<file path="config.mk">
export PLATFORM = sky130hd
export DESIGN_NAME = rx_block_lock_descrambler
export DESIGN_NICKNAME = d
export VERILOG_FILES = /design/src/rtl/rx_block_lock_descrambler_pkg.sv /design/src/rtl/rx_block_lock_descrambler_descrambler_58b.sv /design/src/rtl/rx_block_lock_descrambler.sv
export SDC_FILE = /design/constraint.sdc
export NUM_CORES = 1
export LEC_CHECK = 0
export CAP_MARGIN = 25
export CORE_ASPECT_RATIO = 0.75
export CORE_MARGIN = 2
export CORE_UTILIZATION = 50
export CTS_CLUSTER_DIAMETER = 30
export DETAILED_ROUTE_END_ITERATION = 10
export HOLD_SLACK_MARGIN = 0.1
export PLACE_DENSITY = 0.82
export SYNTH_ARGS = -nofsm -noshare
export SYNTH_HDL_FRONTEND = slang
export SYNTH_HIERARCHICAL = 1
export SYNTH_SLANG_ARGS = --single-unit
</file>
<file path="constraint.sdc">
create_clock -name clk_i -period 2.54 [get_ports clk_i]
set_input_delay 0.762 -clock clk_i [delete_from_list [all_inputs] [get_ports clk_i]]
set_output_delay 0.762 -clock clk_i [all_outputs]
set_load 0.05 [all_outputs]
</file>
<file path="src/rtl/rx_block_lock_descrambler_pkg.sv">
// ----------------------------------------------------------------------------
// rx_block_lock_descrambler_pkg
// Shared definitions for the receive-side 64b/66b block-lock and descrambler
// stage: sync header codes, scrambler polynomial taps, datapath widths and
// the block-lock state encoding.
// Ports: none (package).
// ----------------------------------------------------------------------------
package rx_block_lock_descrambler_pkg;

    // Sync header codes carried in front of each 66b block.
    localparam logic [1:0] SH_DATA = 2'b01;
    localparam logic [1:0] SH_CTRL = 2'b10;

    // Scrambler polynomial x^58 + x^39 + 1: taps into the 58-bit history.
    localparam int SCR_W  = 58;
    localparam int TAP_A  = 38;
    localparam int TAP_B  = 57;
    localparam int DATA_W = 32;

    // Block-lock state machine states.
    typedef enum logic [1:0] {
        LOCK_INIT = 2'd0,
        RESET_CNT = 2'd1,
        TEST_SH   = 2'd2,
        SLIP      = 2'd3
    } lock_state_e;

    // A header is legal only if its two bits differ.
    function automatic logic sh_is_valid(input logic [1:0] head);
        return (head == SH_DATA) || (head == SH_CTRL);
    endfunction

endpackage

</file>
<file path="src/rtl/rx_block_lock_descrambler_descrambler_58b.sv">
// ----------------------------------------------------------------------------
// descrambler_58b
// 32-bit parallel self-synchronising descrambler for x^58 + x^39 + 1.
// Bit k of each word (LSB first) is descrambled with the history of received
// scrambled bits, and those received bits then enter the history, so the
// state converges to the transmitter's after 58 received bits.
// Ports:
//   clk_i   in   1   clock
//   rst_i   in   1   synchronous active-high reset
//   en_i    in   1   advance state and update data_o this cycle
//   data_i  in   32  scrambled word
//   data_o  out  32  descrambled word, registered (1 cycle latency)
// ----------------------------------------------------------------------------
module descrambler_58b
    import rx_block_lock_descrambler_pkg::*;
(
    input  logic              clk_i,
    input  logic              rst_i,
    input  logic              en_i,
    input  logic [DATA_W-1:0] data_i,
    output logic [DATA_W-1:0] data_o
);

    logic [SCR_W-1:0]  scr_state_q;
    logic [SCR_W-1:0]  scr_state_d;
    logic [DATA_W-1:0] descr_word;

    // Unroll the serial descrambler over the 32 bits of the word. Bit 0 is
    // the oldest bit on the wire, so it is processed first and the history
    // shifts by one after every bit.
    always_comb begin
        scr_state_d = scr_state_q;
        descr_word  = '0;
        for (int k = 0; k < DATA_W; k++) begin
            descr_word[k] = data_i[k] ^ scr_state_d[TAP_A] ^ scr_state_d[TAP_B];
            scr_state_d   = {scr_state_d[SCR_W-2:0], data_i[k]};
        end
    end

    // History and output only move on valid words; gearbox pause cycles
    // leave both untouched.
    always_ff @(posedge clk_i) begin
        if (rst_i) begin
            scr_state_q <= '0;
            data_o      <= '0;
        end else if (en_i) begin
            scr_state_q <= scr_state_d;
            data_o      <= descr_word;
        end
    end

endmodule

</file>
<file path="src/rtl/rx_block_lock_descrambler.sv">
// ----------------------------------------------------------------------------
// rx_block_lock_descrambler
// Receive PCS stage between the 64b->66b gearbox and the MAC. Acquires 66b
// block lock from sync headers, requests gearbox bit slips until lock,
// descrambles the payload and raises a high bit-error-rate flag.
// Ports:
//   clk_i          in   1   rx user clock
//   rst_i          in   1   synchronous active-high reset
//   data_i         in   32  scrambled payload word from gearbox
//   data_valid_i   in   1   data_i valid (low in gearbox pause cycles)
//   head_i         in   2   sync header of current block
//   head_valid_i   in   1   head_i valid, one pulse per block on first word
//   slip_o         out  1   one-cycle pulse: gearbox shifts by one bit
//   data_o         out  32  descrambled payload (1 cycle latency)
//   data_valid_o   out  1   data_o valid
//   head_o         out  2   header aligned to data_o
//   head_valid_o   out  1   head_o valid, aligned to data_o
//   block_lock_o   out  1   block lock achieved
//   hi_ber_o       out  1   high bit-error-rate indication
// ----------------------------------------------------------------------------
module rx_block_lock_descrambler
    import rx_block_lock_descrambler_pkg::*;
#(
    parameter int P_LOCK_CNT    = 64,
    parameter int P_INVALID_MAX = 16,
    parameter int P_SLIP_WAIT   = 32,
    parameter int P_BER_WINDOW  = 3125,
    parameter int P_BER_MAX     = 16
) (
    input  logic              clk_i,
    input  logic              rst_i,
    input  logic [DATA_W-1:0] data_i,
    input  logic              data_valid_i,
    input  logic [1:0]        head_i,
    input  logic              head_valid_i,
    output logic              slip_o,
    output logic [DATA_W-1:0] data_o,
    output logic              data_valid_o,
    output logic [1:0]        head_o,
    output logic              head_valid_o,
    output logic              block_lock_o,
    output logic              hi_ber_o
);

    localparam int SH_W = $clog2(P_LOCK_CNT + 1);
    localparam int IV_W = $clog2(P_INVALID_MAX + 1);
    localparam int SW_W = $clog2(P_SLIP_WAIT);
    localparam int BW_W = $clog2(P_BER_WINDOW);
    localparam int BI_W = $clog2(P_BER_MAX + 1);

    lock_state_e     state_q, state_d;
    logic [SH_W-1:0] sh_cnt_q, sh_cnt_d;
    logic [IV_W-1:0] inv_cnt_q, inv_cnt_d;
    logic [SW_W-1:0] wait_cnt_q, wait_cnt_d;
    logic            lock_d;
    logic            hdr_ok;
    logic [BW_W-1:0] ber_win_q;
    logic [BI_W-1:0] ber_inv_q;
    logic [BI_W-1:0] ber_inv_inc;

    assign hdr_ok = sh_is_valid(head_i);

    // Payload descrambler runs on every valid word, locked or not, so it is
    // already synchronised by the time lock is declared.
    descrambler_58b u_descrambler (
        .clk_i  (clk_i),
        .rst_i  (rst_i),
        .en_i   (data_valid_i),
        .data_i (data_i),
        .data_o (data_o)
    );

    // Header and valid flags are delayed one cycle so they line up with the
    // registered descrambler output.
    always_ff @(posedge clk_i) begin
        if (rst_i) begin
            data_valid_o <= 1'b0;
            head_o       <= 2'b00;
            head_valid_o <= 1'b0;
        end else begin
            data_valid_o <= data_valid_i;
            head_o       <= head_i;
            head_valid_o <= head_valid_i;
        end
    end

    // Lock FSM state register together with its window counters and the
    // lock flag, all computed by the next-state process below.
    always_ff @(posedge clk_i) begin
        if (rst_i) begin
            state_q      <= LOCK_INIT;
            sh_cnt_q     <= '0;
            inv_cnt_q    <= '0;
            wait_cnt_q   <= '0;
            block_lock_o <= 1'b0;
        end else begin
            state_q      <= state_d;
            sh_cnt_q     <= sh_cnt_d;
            inv_cnt_q    <= inv_cnt_d;
            wait_cnt_q   <= wait_cnt_d;
            block_lock_o <= lock_d;
        end
    end

    // Next-state logic. RESET_CNT tests a header arriving in its own cycle as
    // the first of the new window, so no header is lost between windows.
    // While locked, the invalid-limit check comes before the window-end
    // check so a limit reached on the last header of a window still slips.
    always_comb begin
        state_d    = state_q;
        sh_cnt_d   = sh_cnt_q;
        inv_cnt_d  = inv_cnt_q;
        wait_cnt_d = '0;
        lock_d     = block_lock_o;
        case (state_q)
            LOCK_INIT: begin
                lock_d  = 1'b0;
                state_d = RESET_CNT;
            end
            RESET_CNT, TEST_SH: begin
                state_d = TEST_SH;
                if (state_q == RESET_CNT) begin
                    sh_cnt_d  = '0;
                    inv_cnt_d = '0;
                end
                if (head_valid_i) begin
                    sh_cnt_d = sh_cnt_d + SH_W'(1);
                    if (!hdr_ok) begin
                        inv_cnt_d = inv_cnt_d + IV_W'(1);
                    end
                    if (!block_lock_o) begin
                        if (!hdr_ok) begin
                            state_d = SLIP;
                        end else if (sh_cnt_d == SH_W'(P_LOCK_CNT)) begin
                            lock_d  = 1'b1;
                            state_d = RESET_CNT;
                        end
                    end else begin
                        if (!hdr_ok && (inv_cnt_d == IV_W'(P_INVALID_MAX))) begin
                            lock_d  = 1'b0;
                            state_d = SLIP;
                        end else if (sh_cnt_d == SH_W'(P_LOCK_CNT)) begin
                            state_d = RESET_CNT;
                        end
                    end
                end
            end
            SLIP: begin
                if (wait_cnt_q == SW_W'(P_SLIP_WAIT - 1)) begin
                    state_d = RESET_CNT;
                end else begin
                    wait_cnt_d = wait_cnt_q + SW_W'(1);
                end
            end
            default: begin
                state_d = LOCK_INIT;
            end
        endcase
    end

    // Slip request is the first cycle spent in SLIP; the rest of the stay is
    // the gearbox settle time.
    always_comb begin
        slip_o = (state_q == SLIP) && (wait_cnt_q == '0);
    end

    // Saturating increment of the BER invalid-header count.
    always_comb begin
        ber_inv_inc = ber_inv_q;
        if (!hdr_ok && (ber_inv_q != BI_W'(P_BER_MAX))) begin
            ber_inv_inc = ber_inv_q + BI_W'(1);
        end
    end

    // BER monitor: only meaningful while locked. A header that costs lock
    // clears the measurement rather than closing the window.
    always_ff @(posedge clk_i) begin
        if (rst_i) begin
            ber_win_q <= '0;
            ber_inv_q <= '0;
            hi_ber_o  <= 1'b0;
        end else if (!block_lock_o || !lock_d) begin
            ber_win_q <= '0;
            ber_inv_q <= '0;
            hi_ber_o  <= 1'b0;
        end else if (head_valid_i) begin
            if (ber_win_q == BW_W'(P_BER_WINDOW - 1)) begin
                hi_ber_o  <= (ber_inv_inc >= BI_W'(P_BER_MAX));
                ber_win_q <= '0;
                ber_inv_q <= '0;
            end else begin
                ber_win_q <= ber_win_q + BW_W'(1);
                ber_inv_q <= ber_inv_inc;
            end
        end
    end

endmodule

</file>
==> out/metrics.yaml <==
grt_pass1_wl_um: 21790
cts_made_buffers: 17
grt_max_degree: 108
maxSlewHeadroom: 0.6138
fmax_ghz: 0.4122
post_cts_resized: 0
ys_warn_count: 6
gp_congestion: 0.8361
crit_end: "data_o[27]"
clock_latency_ns: 0.41
ys_ff_latch: 132
vdd_ir_drop_max_v: 0.0005357
yosys.area_share.simple: 0.1734
fin_tns_setup_ns: 0
grt.overflow.total: 0
tightestPinTransition_ns: 0.5775
viasPerCell: 5.321
cp_max_fo: 2
reg2reg_from: "state_q[1]"
core_mm2: 0.01217
path_cells: "clkdlybuf4s50_1"
critPathTopFamily: "buffers and inverters"
finalHoldViolations: 0
dieWidth_um: 132.6
clock_sinks: 132
crit_required_ns: 1.78
finalClockSkew_ns: 0.009096
hold_buffers: 0
grt_antenna_before_repair: 0
status: "completed"
p_per_area_mw_per_mm2: 766.3
reg2reg_depth: 9
vias: 4624
wl_per_cell_um: 15.49
maxSlewViolCount: 0
layoutNonFillerInstCount: 869
synth-xor-area-share: 0.1310
syn_nets: 658
cp-end-kind: "output port"
synth_edf_count: 0
syn-cell-area_mm2: 0.006197
port_buffers: 76
cp_slowest_cell: "clkdlybuf4s50_1"
num_rows: 35
synth_mux_area_frac: 0.1341
start_kind: "flop"
wirelength_um: 13460
min_from: "wait_cnt_q[0]"
p_leak_uw: 0.003219
hpwlAfterDp_um: 9212
crit_buf_inv: 1
pin_count: 77
finalCritPeriodShare: 0.9552
synth-compound-area-share: 0.06441
synthAdderAreaFrac: 0.02423
drc: 0
htreeDepth: 4
setup_viol: 0
first_iter_violations: 373
synthFlopType: "dfxtp_1"
avgSynthCellArea_um2: 10.19
cts_tree: "yes"
r2r_slack_ns: 0.17
fillers: 983
final_cell_mix: "131 x dfxtp_1, 107 x nor2_1, 83 x mux2i_1"
ant_nets: 0
final_util: 0.6365
clkTransAtPathRegs_ns: 0.06
ys_types: 48
cts-root-buf: "clkbuf_16"
r2r-end: "ber_win_q[11]"
die_height_um: 100.4
drt_first_pass_iters: 4
cap_violations: 0
path_depth: 1
arrival_ns: 1.66
cts_setup_buffers: 0
clock_path_buffers: 2
grt_usage: 0.2062
worst_hold_path_type: "reg2reg"
drive_above_1_share: 0.09388
seq_area_frac_synth: 0.4264
dp.cells: 837
syn_inst: 608
grt_setup_unrepaired: "false"
grt_pass1_vias: 4423
cp-startpoint: "u_descrambler/data_o[27]"
diodes: 0
crit_path_max_incr_delay_ns: 0.84
async_reset_ff_frac: 0
finalNetCount: 740
initial_core_util: 0.5090
dieArea_mm2: 0.01331
critPathKind: "reg2out"
area_growth_syn_to_layout_pct: 25.04
final_common_cell: "dfxtp_1"
synth_top_family_by_area: "simple AND/OR/NAND/NOR gates"
fin_crit_ns: 2.426
[flip-flops by register name (all words and copies together) (netlist names)]
signal,flops
ber_inv_q,5
ber_win_q,12
block_lock_o,1
data_valid_o,1
head_o,2
head_valid_o,1
hi_ber_o,1
inv_cnt_q,5
sh_cnt_q,7
state_q,2
u_descrambler/data_o,32
u_descrambler/scr_state_q,58
wait_cnt_q,5
[power breakdown]
part	internal (µW)	switching, µW
logic	540	704
registers	2200	97.1
clock network	1490	908
[how the worst min path moves through the flow]
| stage | end | slack, ns | cells after the start |
|---|---|---|---|
| after CTS | wait_cnt_q[0] | 0.47 | 1 |
| final | wait_cnt_q[0] | 0.46 | 1 |
| after global routing | sh_cnt_q[6] | 0.51 | 2 |
| after floorplan | wait_cnt_q[0] | 0.43 | 1 |
| after detailed placement | wait_cnt_q[0] | 0.45 | 1 |
| after global placement | wait_cnt_q[0] | 0.44 | 1 |
[Yosys cell counts (all sizes together) (2+ instances only)]
library cell | number | area share
dfxtp | 132 | 0.43
nor2 | 108 | 0.065
mux2i | 83 | 0.13
xor2 | 27 | 0.038
buf | 24 | 0.032
nand2 | 22 | 0.013
xor3 | 22 | 0.084
a21oi | 15 | 0.012
inv | 14 | 0.0085
nand2b | 13 | 0.013
nand3 | 13 | 0.013
nor3 | 13 | 0.010
ha | 12 | 0.024
nand4 | 12 | 0.012
nor2b | 10 | 0.010
o221ai | 10 | 0.014
clkbuf | 9 | 0.0057
o21ai | 9 | 0.0073
nand3b | 7 | 0.0085
and3 | 6 | 0.0061
xnor2 | 6 | 0.0085
nor3b | 5 | 0.010
nor4 | 5 | 0.0050
a22oi | 4 | 0.0048
a211o | 3 | 0.0042
a31oi | 3 | 0.0030
or3 | 3 | 0.0030
a211oi | 2 | 0.0024
o21a | 2 | 0.0024
[cells by family (layout without fill, tap and decap cells)]
family,after synthesis,in the layout
mux,83,83
compound gates,58,58
fa+ha+maj,12,12
flops,132,132
simple gates,220,220
xor+xnor,55,55
buf+inv,48,143
[cell type report]
cell class,count,area (µm²),area share
multi-input combinational,428,3287,0.4242
clock inverter,13,132.6,0.01712
tap,166,207.7,0.02680
sequential,132,2644,0.3412
inverter,15,56.30,0.007266
timing repair buffer,96,968.4,0.1250
clock buffer,19,452.9,0.05845
[layer usage]
metal	track usage	share of wire	vias to the layer above	wire, µm
li1	-	-	2280	-
met1	0.2820	0.49	2221	6531
met2	0.3252	0.46	108	6171
met3	0.04394	0.042	15	568
met4	0.07444	0.014	0	187
met5	0	0	-	0
[through the flow]
stage | power [µW] | hold WS [ns] | setup slack, ns | cell area, µm²
after CTS | 5957 | 0.4700 | 0.02841 | 7731
after floorplan | 3169 | 0.4300 | 0.05170 | 6203
after global placement | 3527 | 0.4373 | -0.03891 | 7146
final | 5938 | 0.4640 | 0.1138 | 7749
after detailed placement | 3555 | 0.4543 | -0.1181 | 7146
after global routing | 6173 | 0.5118 | 0.03775 | 7749
No activity file was read; power rests on OpenSTA's default activity.
